==> config.mk <==
export PLATFORM = sky130hd
export DESIGN_NAME = addsub_serial
export DESIGN_NICKNAME = d
export VERILOG_FILES = /design/src/rtl/addsub_serial.sv
export SDC_FILE = /design/constraint.sdc
export NUM_CORES = 1
export LEC_CHECK = 0
export BUFFER_PORTS_ARGS = -buffer_cell sky130_fd_sc_hd__buf_2
export CORE_MARGIN = 5
export CORE_UTILIZATION = 60
export DETAILED_ROUTE_END_ITERATION = 10
export PLACE_DENSITY_LB_ADDON = 0.05
export SYNTH_ARGS = -nofsm -noshare
export SYNTH_HDL_FRONTEND = slang
export SYNTH_SLANG_ARGS = --single-unit
==> constraint.sdc <==
create_clock -name clk -period 8.95 [get_ports clk]
set_input_delay 1.79 -clock clk [delete_from_list [all_inputs] [get_ports clk]]
set_output_delay 1.79 -clock clk [all_outputs]
set_load 0.03 [all_outputs]
==> src/rtl/addsub_serial.sv <==
// Chunk-serial two's-complement adder/subtractor with signed overflow and carry-out.
// Optional saturation of Z on overflow when ADDSUB_SERIAL_SAT_EN is defined.
module addsub_serial #(
    parameter int WIDTH = 32,
    parameter int CHUNK = 8
) (
    input  logic             clk,
    input  logic             rst,
    input  logic             start,
    input  logic             sub,
    input  logic [WIDTH-1:0] X,
    input  logic [WIDTH-1:0] Y,
    output logic             ready,
    output logic             done,
    output logic [WIDTH-1:0] Z,
    output logic             overflow,
    output logic             carry_out
);

    localparam int NCHUNK = WIDTH / CHUNK;
    localparam int IDXW   = (NCHUNK > 1) ? $clog2(NCHUNK) : 1;

    typedef enum logic [1:0] {
        S_IDLE = 2'd0,
        S_RUN  = 2'd1,
        S_DONE = 2'd2
    } state_t;

    state_t            state_q, state_d;
    logic [WIDTH-1:0]  a_q, a_d;
    logic [WIDTH-1:0]  b_q, b_d;
    logic [WIDTH-1:0]  acc_q, acc_d;
    logic              carry_q, carry_d;
    logic [IDXW-1:0]   idx_q, idx_d;
    logic              a_msb_q, a_msb_d;
    logic              b_msb_q, b_msb_d;
    logic [WIDTH-1:0]  z_q, z_d;
    logic              ovf_q, ovf_d;
    logic              cout_q, cout_d;

    logic [CHUNK:0]    sum_s;
    logic [WIDTH-1:0]  raw_s;
    logic              last_s;
    logic              ovf_s;

`ifdef ADDSUB_SERIAL_SAT_EN
    function automatic logic [WIDTH-1:0] sat_value(input logic neg);
        return neg ? {1'b1, {(WIDTH-1){1'b0}}} : {1'b0, {(WIDTH-1){1'b1}}};
    endfunction
`endif

    // State register
    always_ff @(posedge clk or posedge rst) begin
        if (rst) begin
            state_q <= S_IDLE;
        end else begin
            state_q <= state_d;
        end
    end

    // Next-state logic
    always_comb begin
        state_d = state_q;
        case (state_q)
            S_IDLE: begin
                if (start) state_d = S_RUN;
                else       state_d = S_IDLE;
            end
            S_RUN: begin
                if (last_s) state_d = S_DONE;
                else        state_d = S_RUN;
            end
            S_DONE:  state_d = S_IDLE;
            default: state_d = S_IDLE;
        endcase
    end

    // Handshake outputs decoded from the state register
    always_comb begin
        ready = 1'b0;
        done  = 1'b0;
        case (state_q)
            S_IDLE:  ready = 1'b1;
            S_DONE:  done  = 1'b1;
            default: begin
                ready = 1'b0;
                done  = 1'b0;
            end
        endcase
    end

    // Chunk adder: operands shift right, results shift into the top of acc
    always_comb begin
        sum_s  = {1'b0, a_q[CHUNK-1:0]} + {1'b0, b_q[CHUNK-1:0]} + {{CHUNK{1'b0}}, carry_q};
        raw_s  = (acc_q >> CHUNK) | (WIDTH'(sum_s[CHUNK-1:0]) << (WIDTH - CHUNK));
        last_s = (idx_q == IDXW'(NCHUNK - 1));
        ovf_s  = (a_msb_q == b_msb_q) && (raw_s[WIDTH-1] != a_msb_q);
    end

    // Datapath next-state
    always_comb begin
        a_d     = a_q;
        b_d     = b_q;
        acc_d   = acc_q;
        carry_d = carry_q;
        idx_d   = idx_q;
        a_msb_d = a_msb_q;
        b_msb_d = b_msb_q;
        z_d     = z_q;
        ovf_d   = ovf_q;
        cout_d  = cout_q;
        case (state_q)
            S_IDLE: begin
                if (start) begin
                    a_d     = X;
                    b_d     = sub ? ~Y : Y;
                    a_msb_d = X[WIDTH-1];
                    b_msb_d = sub ? ~Y[WIDTH-1] : Y[WIDTH-1];
                    carry_d = sub;
                    acc_d   = {WIDTH{1'b0}};
                    idx_d   = {IDXW{1'b0}};
                end else begin
                    idx_d = idx_q;
                end
            end
            S_RUN: begin
                a_d     = a_q >> CHUNK;
                b_d     = b_q >> CHUNK;
                acc_d   = raw_s;
                carry_d = sum_s[CHUNK];
                if (last_s) begin
                    idx_d  = {IDXW{1'b0}};
                    ovf_d  = ovf_s;
                    cout_d = sum_s[CHUNK];
`ifdef ADDSUB_SERIAL_SAT_EN
                    z_d    = ovf_s ? sat_value(a_msb_q) : raw_s;
`else
                    z_d    = raw_s;
`endif
                end else begin
                    idx_d = idx_q + {{(IDXW-1){1'b0}}, 1'b1};
                end
            end
            default: begin
                idx_d = idx_q;
            end
        endcase
    end

    // Datapath registers; results are only visible once complete
    always_ff @(posedge clk or posedge rst) begin
        if (rst) begin
            a_q     <= {WIDTH{1'b0}};
            b_q     <= {WIDTH{1'b0}};
            acc_q   <= {WIDTH{1'b0}};
            carry_q <= 1'b0;
            idx_q   <= {IDXW{1'b0}};
            a_msb_q <= 1'b0;
            b_msb_q <= 1'b0;
            z_q     <= {WIDTH{1'b0}};
            ovf_q   <= 1'b0;
            cout_q  <= 1'b0;
        end else begin
            a_q     <= a_d;
            b_q     <= b_d;
            acc_q   <= acc_d;
            carry_q <= carry_d;
            idx_q   <= idx_d;
            a_msb_q <= a_msb_d;
            b_msb_q <= b_msb_d;
            z_q     <= z_d;
            ovf_q   <= ovf_d;
            cout_q  <= cout_d;
        end
    end

    assign Z         = z_q;
    assign overflow  = ovf_q;
    assign carry_out = cout_q;

endmodule

# After elaboration in Yosys (flattened, before gate mapping)
# Cells that the tools add are included.
# Widths: inputs -> output; s select.
[op_classes] add_sub_neg=3 eq_ne=6 n_mux=18 bitwise=3 n_reduce_logical=6
[ops] op="$pmux 32 s2" n=3
[ops] op="$mux 32" n=4
[ops] op="$not 32->32" n=1
[ops] op="$or 24x32->32" n=1
[ops] op="$add 8x8->9" n=1
[ops] op="$add 9x1->9" n=1
[ops] op="$pmux 2 s2" n=2
[ops] op="$mux 2" n=3
[ops] op="$reduce_and 2->1" n=3
[ops] op="$mux 1" n=5
[ops] op="$eq 2x2->1 const B" n=2
[ops] op="$add 2x1->2 const B" n=1
[ops] op="$eq 2x1->1 const B" n=1
[ops] op="$logic_not 2->1" n=1
[ops] op="$ne 2x2->1 const B" n=1
[ops] op="$pmux 1 s2" n=1
[ops] op="$reduce_bool 2->1" n=1
[ops] op="$eq 1x1->1" n=1
[ops] op="$logic_and 1x1->1" n=1
[ops] op="$ne 1x1->1" n=1
[ops] op="$not 1->1" n=1
[totals] register_bits=137 in_bits=68 out_inout_bits=36 word_cells=47

# Longest topological paths before layout
[logic_depth] ltp_word=5 depth_mapped=8 ltp_nobuf=8

# Worst setup path before layout
# No wires, ideal clock.
[synth_path] kind="input -> register" start="input port sub" end="register b_q[2]" setup_time_ps=126 arrival_time_ps=2728 t_required_ps=8824 slack_ps=6096 cell_stages=5 n_path_buf=2 cell_sequence="clkbuf_1 -> buf_2 -> xnor2_1 -> nor2_1 -> a221o_1"
[synth_via] elab_chain_cells=3
[synth_rtl] element="from (decl)" line_no="10" source="input logic sub,"
[synth_rtl] element="$mux 32" line_no="116" source="b_d = sub ? ~Y : Y;"
[synth_rtl] element="$mux 32" line_no="114" source="if (start) begin"
[synth_rtl] element="$pmux 32 s2" line_no="112" source="case (state_q)"
[synth_rtl] element="to (signal assigned)" line_no="154" source="b_q <= {WIDTH{1'b0}};"
[synth_rtl] element="to (decl)" line_no="31" source="logic [WIDTH-1:0] b_q, b_d;"
# No other way between the ends. The select of a mux whose other input is x is not followed.
# A chain may end at the register's enable or synchronous reset.

# Worst setup path in the final report
[layout_path] start="register state_q[1]" end="output port done"
[layout_via] elab_chain_cells=2
[layout_rtl] element="from (decl)" line_no="29" source="state_t state_q, state_d;"
[layout_rtl] element="from (signal assigned)" line_no="57" source="state_q <= state_d;"
[layout_rtl] element="$eq 2x2->1" line_no="82" source="case (state_q)"
[layout_rtl] element="$mux 1" line_no="82"
[layout_rtl] element="to (decl)" line_no="14" source="output logic done,"
# No other way between the ends.

==> impl_metrics.json <==
{
  "final_common_cell": "dfrtp_1",
  "ir_drop_mv": 0.323,
  "gp_congestion": 0.851,
  "end_kind": "output pin",
  "drtAntennaViolNets": 0,
  "finalSetupViolations": 0,
  "path_class": "reg -> out",
  "cts.sinks": 129,
  "drive_gt1_share_pct": 26.5,
  "crit_path_start_kind": "flip-flop",
  "synth_seq_area_share_pct": 54.9,
  "syn_area_sq_um": 5880,
  "path_cells": "nor2b_1, buf_2",
  "wire_per_inst_um": 16.5,
  "via_per_inst": 5.54,
  "antenna_cells": 0,
  "grt_max_degree": 97,
  "p_leak_nw": 3.44,
  "fin_crit_ns": 3.26,
  "cellPowerDensity_nw_per_um2": 432,
  "cp.required_ns": 7.16,
  "synth_edf_count": 0,
  "multi_input_area_sq_um": 2450,
  "hold_buffers": 0,
  "async_reset_ff_share_pct": 100,
  "drc_errors": 0,
  "num_io_pins": 104,
  "nets": 737,
  "cts_max_level": 4,
  "grt_pass1_wl_um": 21800,
  "dieArea_sq_um": 11900,
  "cp_slowest_cell": "dfrtp_1",
  "stdcell_count": 805,
  "cts_setup_buffers": 0,
  "place_inst": 773,
  "drv_slew": 0,
  "timing.final.crit_share_pct": 36.5,
  "fillers": 752,
  "rows": 36,
  "hold_violations": 0,
  "worst_slack_ns": 5.69,
  "slew_headroom_pct": 26.1,
  "synth_simple_gate_area_share_pct": 16.7,
  "area_growth_pct": 20.2,
  "synth_top_family_by_area": "simple AND/OR/NAND/NOR gates",
  "yosys_warnings": 0,
  "die_w_um": 109,
  "grtUsageMet1_pct": 34.8,
  "synth_mux_area_share_pct": 4.98,
  "grt.total_usage_pct": 24.0,
  "clock-root-buffer": "clkbuf_8",
  "rrSetupSlack_ns": 6.26,
  "cts.clk_slew.worst_paths_ns": 0.06,
  "whs_ns": 0.480,
  "die_h_um": 109,
  "dr.pass1.iters": 7,
  "slowest_delay_ns": 0.53,
  "grt_pass1_vias": 4368,
  "setup_tns_ns": 0,
  "clk_latency_ns": 0.52,
  "syn-num-nets": 652,
  "grt_use_met3_pct": 5.62,
  "synth-compound-area-share_pct": 12.1,
  "use_met2_pct": 35.4,
  "critical_path_arrival_ns": 1.47,
  "ys.flop_type": "dfrtp_1",
  "synthCells": 574,
  "rsz0062_at_grt": "no",
  "cts_resized": 0,
  "worst_pin_slew_ns": 1.11,
  "hp-class": "reg -> reg",
  "final_cell_mix": "dfrtp_1, nand2_1, buf_2",
  "start_util_pct": 60.7,
  "core-area_sq_um": 9680,
  "cts_buffers": 17,
  "synthXorXnorAreaFrac_pct": 5.37,
  "synth_fa_ha_area_share_pct": 2.39,
  "port_buffers": 103,
  "cts_buffer_depth": 2,
  "overflow": 0,
  "ys_ff_latch": 129,
  "cp_max_fo": 8,
  "grt.busiest_layer": "met2",
  "outcome": "complete, no violations",
  "antenna_found_initial": 0,
  "dp_hpwl_um": 8580,
  "vias": 4463,
  "drt_iter0_drc": 312,
  "synth.avg_cell_area_sq_um": 10.2,
  "cap_violations": 0,
  "p_total_w": 0.00305,
  "maxClockFrequency_mhz": 306,
  "pre_cts_ws_ns": 5.35,
  "finalClockSkew_ns": 0.00750,
  "cts_tree": "done",
  "wirelength_um": 13300,
  "seqCellArea_sq_um": 3230,
  "netlist-cell-type-count": 46
}
[final cells by class]
class | instances | area share [%]
repair buffers | 107 | 7.72
inverters | 7 | 0.407
well taps | 133 | 2.36
multi-input cells | 397 | 34.7
clock inverters | 15 | 3.28
clock buffers | 17 | 5.86
flip-flops and latches | 129 | 45.7
[registers in the layout, summed over array words and instances (netlist names)]
signal and count:
carry_q 1, a_q 32, b_q 32, acc_q 24, overflow 1, Z 32
carry_out 1, b_msb_q 1, a_msb_q 1, state_q 2, idx_q 2
[cells in the mapped netlist, types with 2 or more instances]
cell | count | area (sq um)
and2b_1 | 2 | 15.0
nand3_1 | 41 | 205
nand2_1 | 114 | 428
a31oi_1 | 24 | 150
dfrtp_1 | 129 | 3230
buf_2 | 23 | 115
nor3_1 | 2 | 10.0
nor2_1 | 54 | 203
mux2_2 | 26 | 293
ha_1 | 8 | 100
a211oi_1 | 3 | 22.5
nor2b_1 | 2 | 12.5
a21o_2 | 2 | 17.5
xnor2_1 | 32 | 280
o21ai_0 | 20 | 100
or4_1 | 3 | 22.5
a211o_1 | 2 | 17.5
buf_1 | 5 | 18.8
fa_1 | 2 | 40.0
xor2_1 | 4 | 35.0
o21ai_1 | 3 | 15.0
a21oi_1 | 3 | 15.0
a221o_1 | 25 | 250
nand2b_1 | 5 | 31.3
clkbuf_1 | 13 | 48.8
inv_1 | 7 | 26.3
[report_power, final]
part	switching, W	leakage (nW)	internal (W)
Clock	0.000270	0.315	0.000485
Combinational	0.000779	1.52	0.000473
Sequential	0.000184	1.61	0.000861
[worst max-delay path, delay by kind of cell, from the launching register on]
family        cells  cell delay (ns)
flops             1             0.53
buf+inv           1             0.22
simple gates      1             0.21
[final timing paths]
kind,start,endpoint,depth (start not counted)
min reg2reg,Z[31],Z[31],2
min in group asynchronous,rst,Z[2],2
max in group asynchronous,rst,a_q[26],3
min,Z[31],Z[31],2
max,state_q[1],done,2
max reg2reg,state_q[1],carry_out,5
[routing by layer]
layer / up-vias / routed length [um]
li1: 2159 / -
met1: 2150 / 6090
met2: 137 / 6210
met3: 17 / 687
met4: 0 / 263
met5: - / 0
[kinds of logic after synthesis]
family          after synthesis
compound gates               95
buf+inv                      48
xor+xnor                     36
fa+ha+maj                    10
mux                          26
flops                       129
simple gates                230
[metrics by stage]
stage	instance area, sq um	utilization, %
after global routing	7060	72.9
final	7060	72.9
after detailed placement	6420	66.3
after floorplan	5880	-
after global placement	6420	66.3
after CTS	7060	72.9
Power figures use the tool's default switching activity.
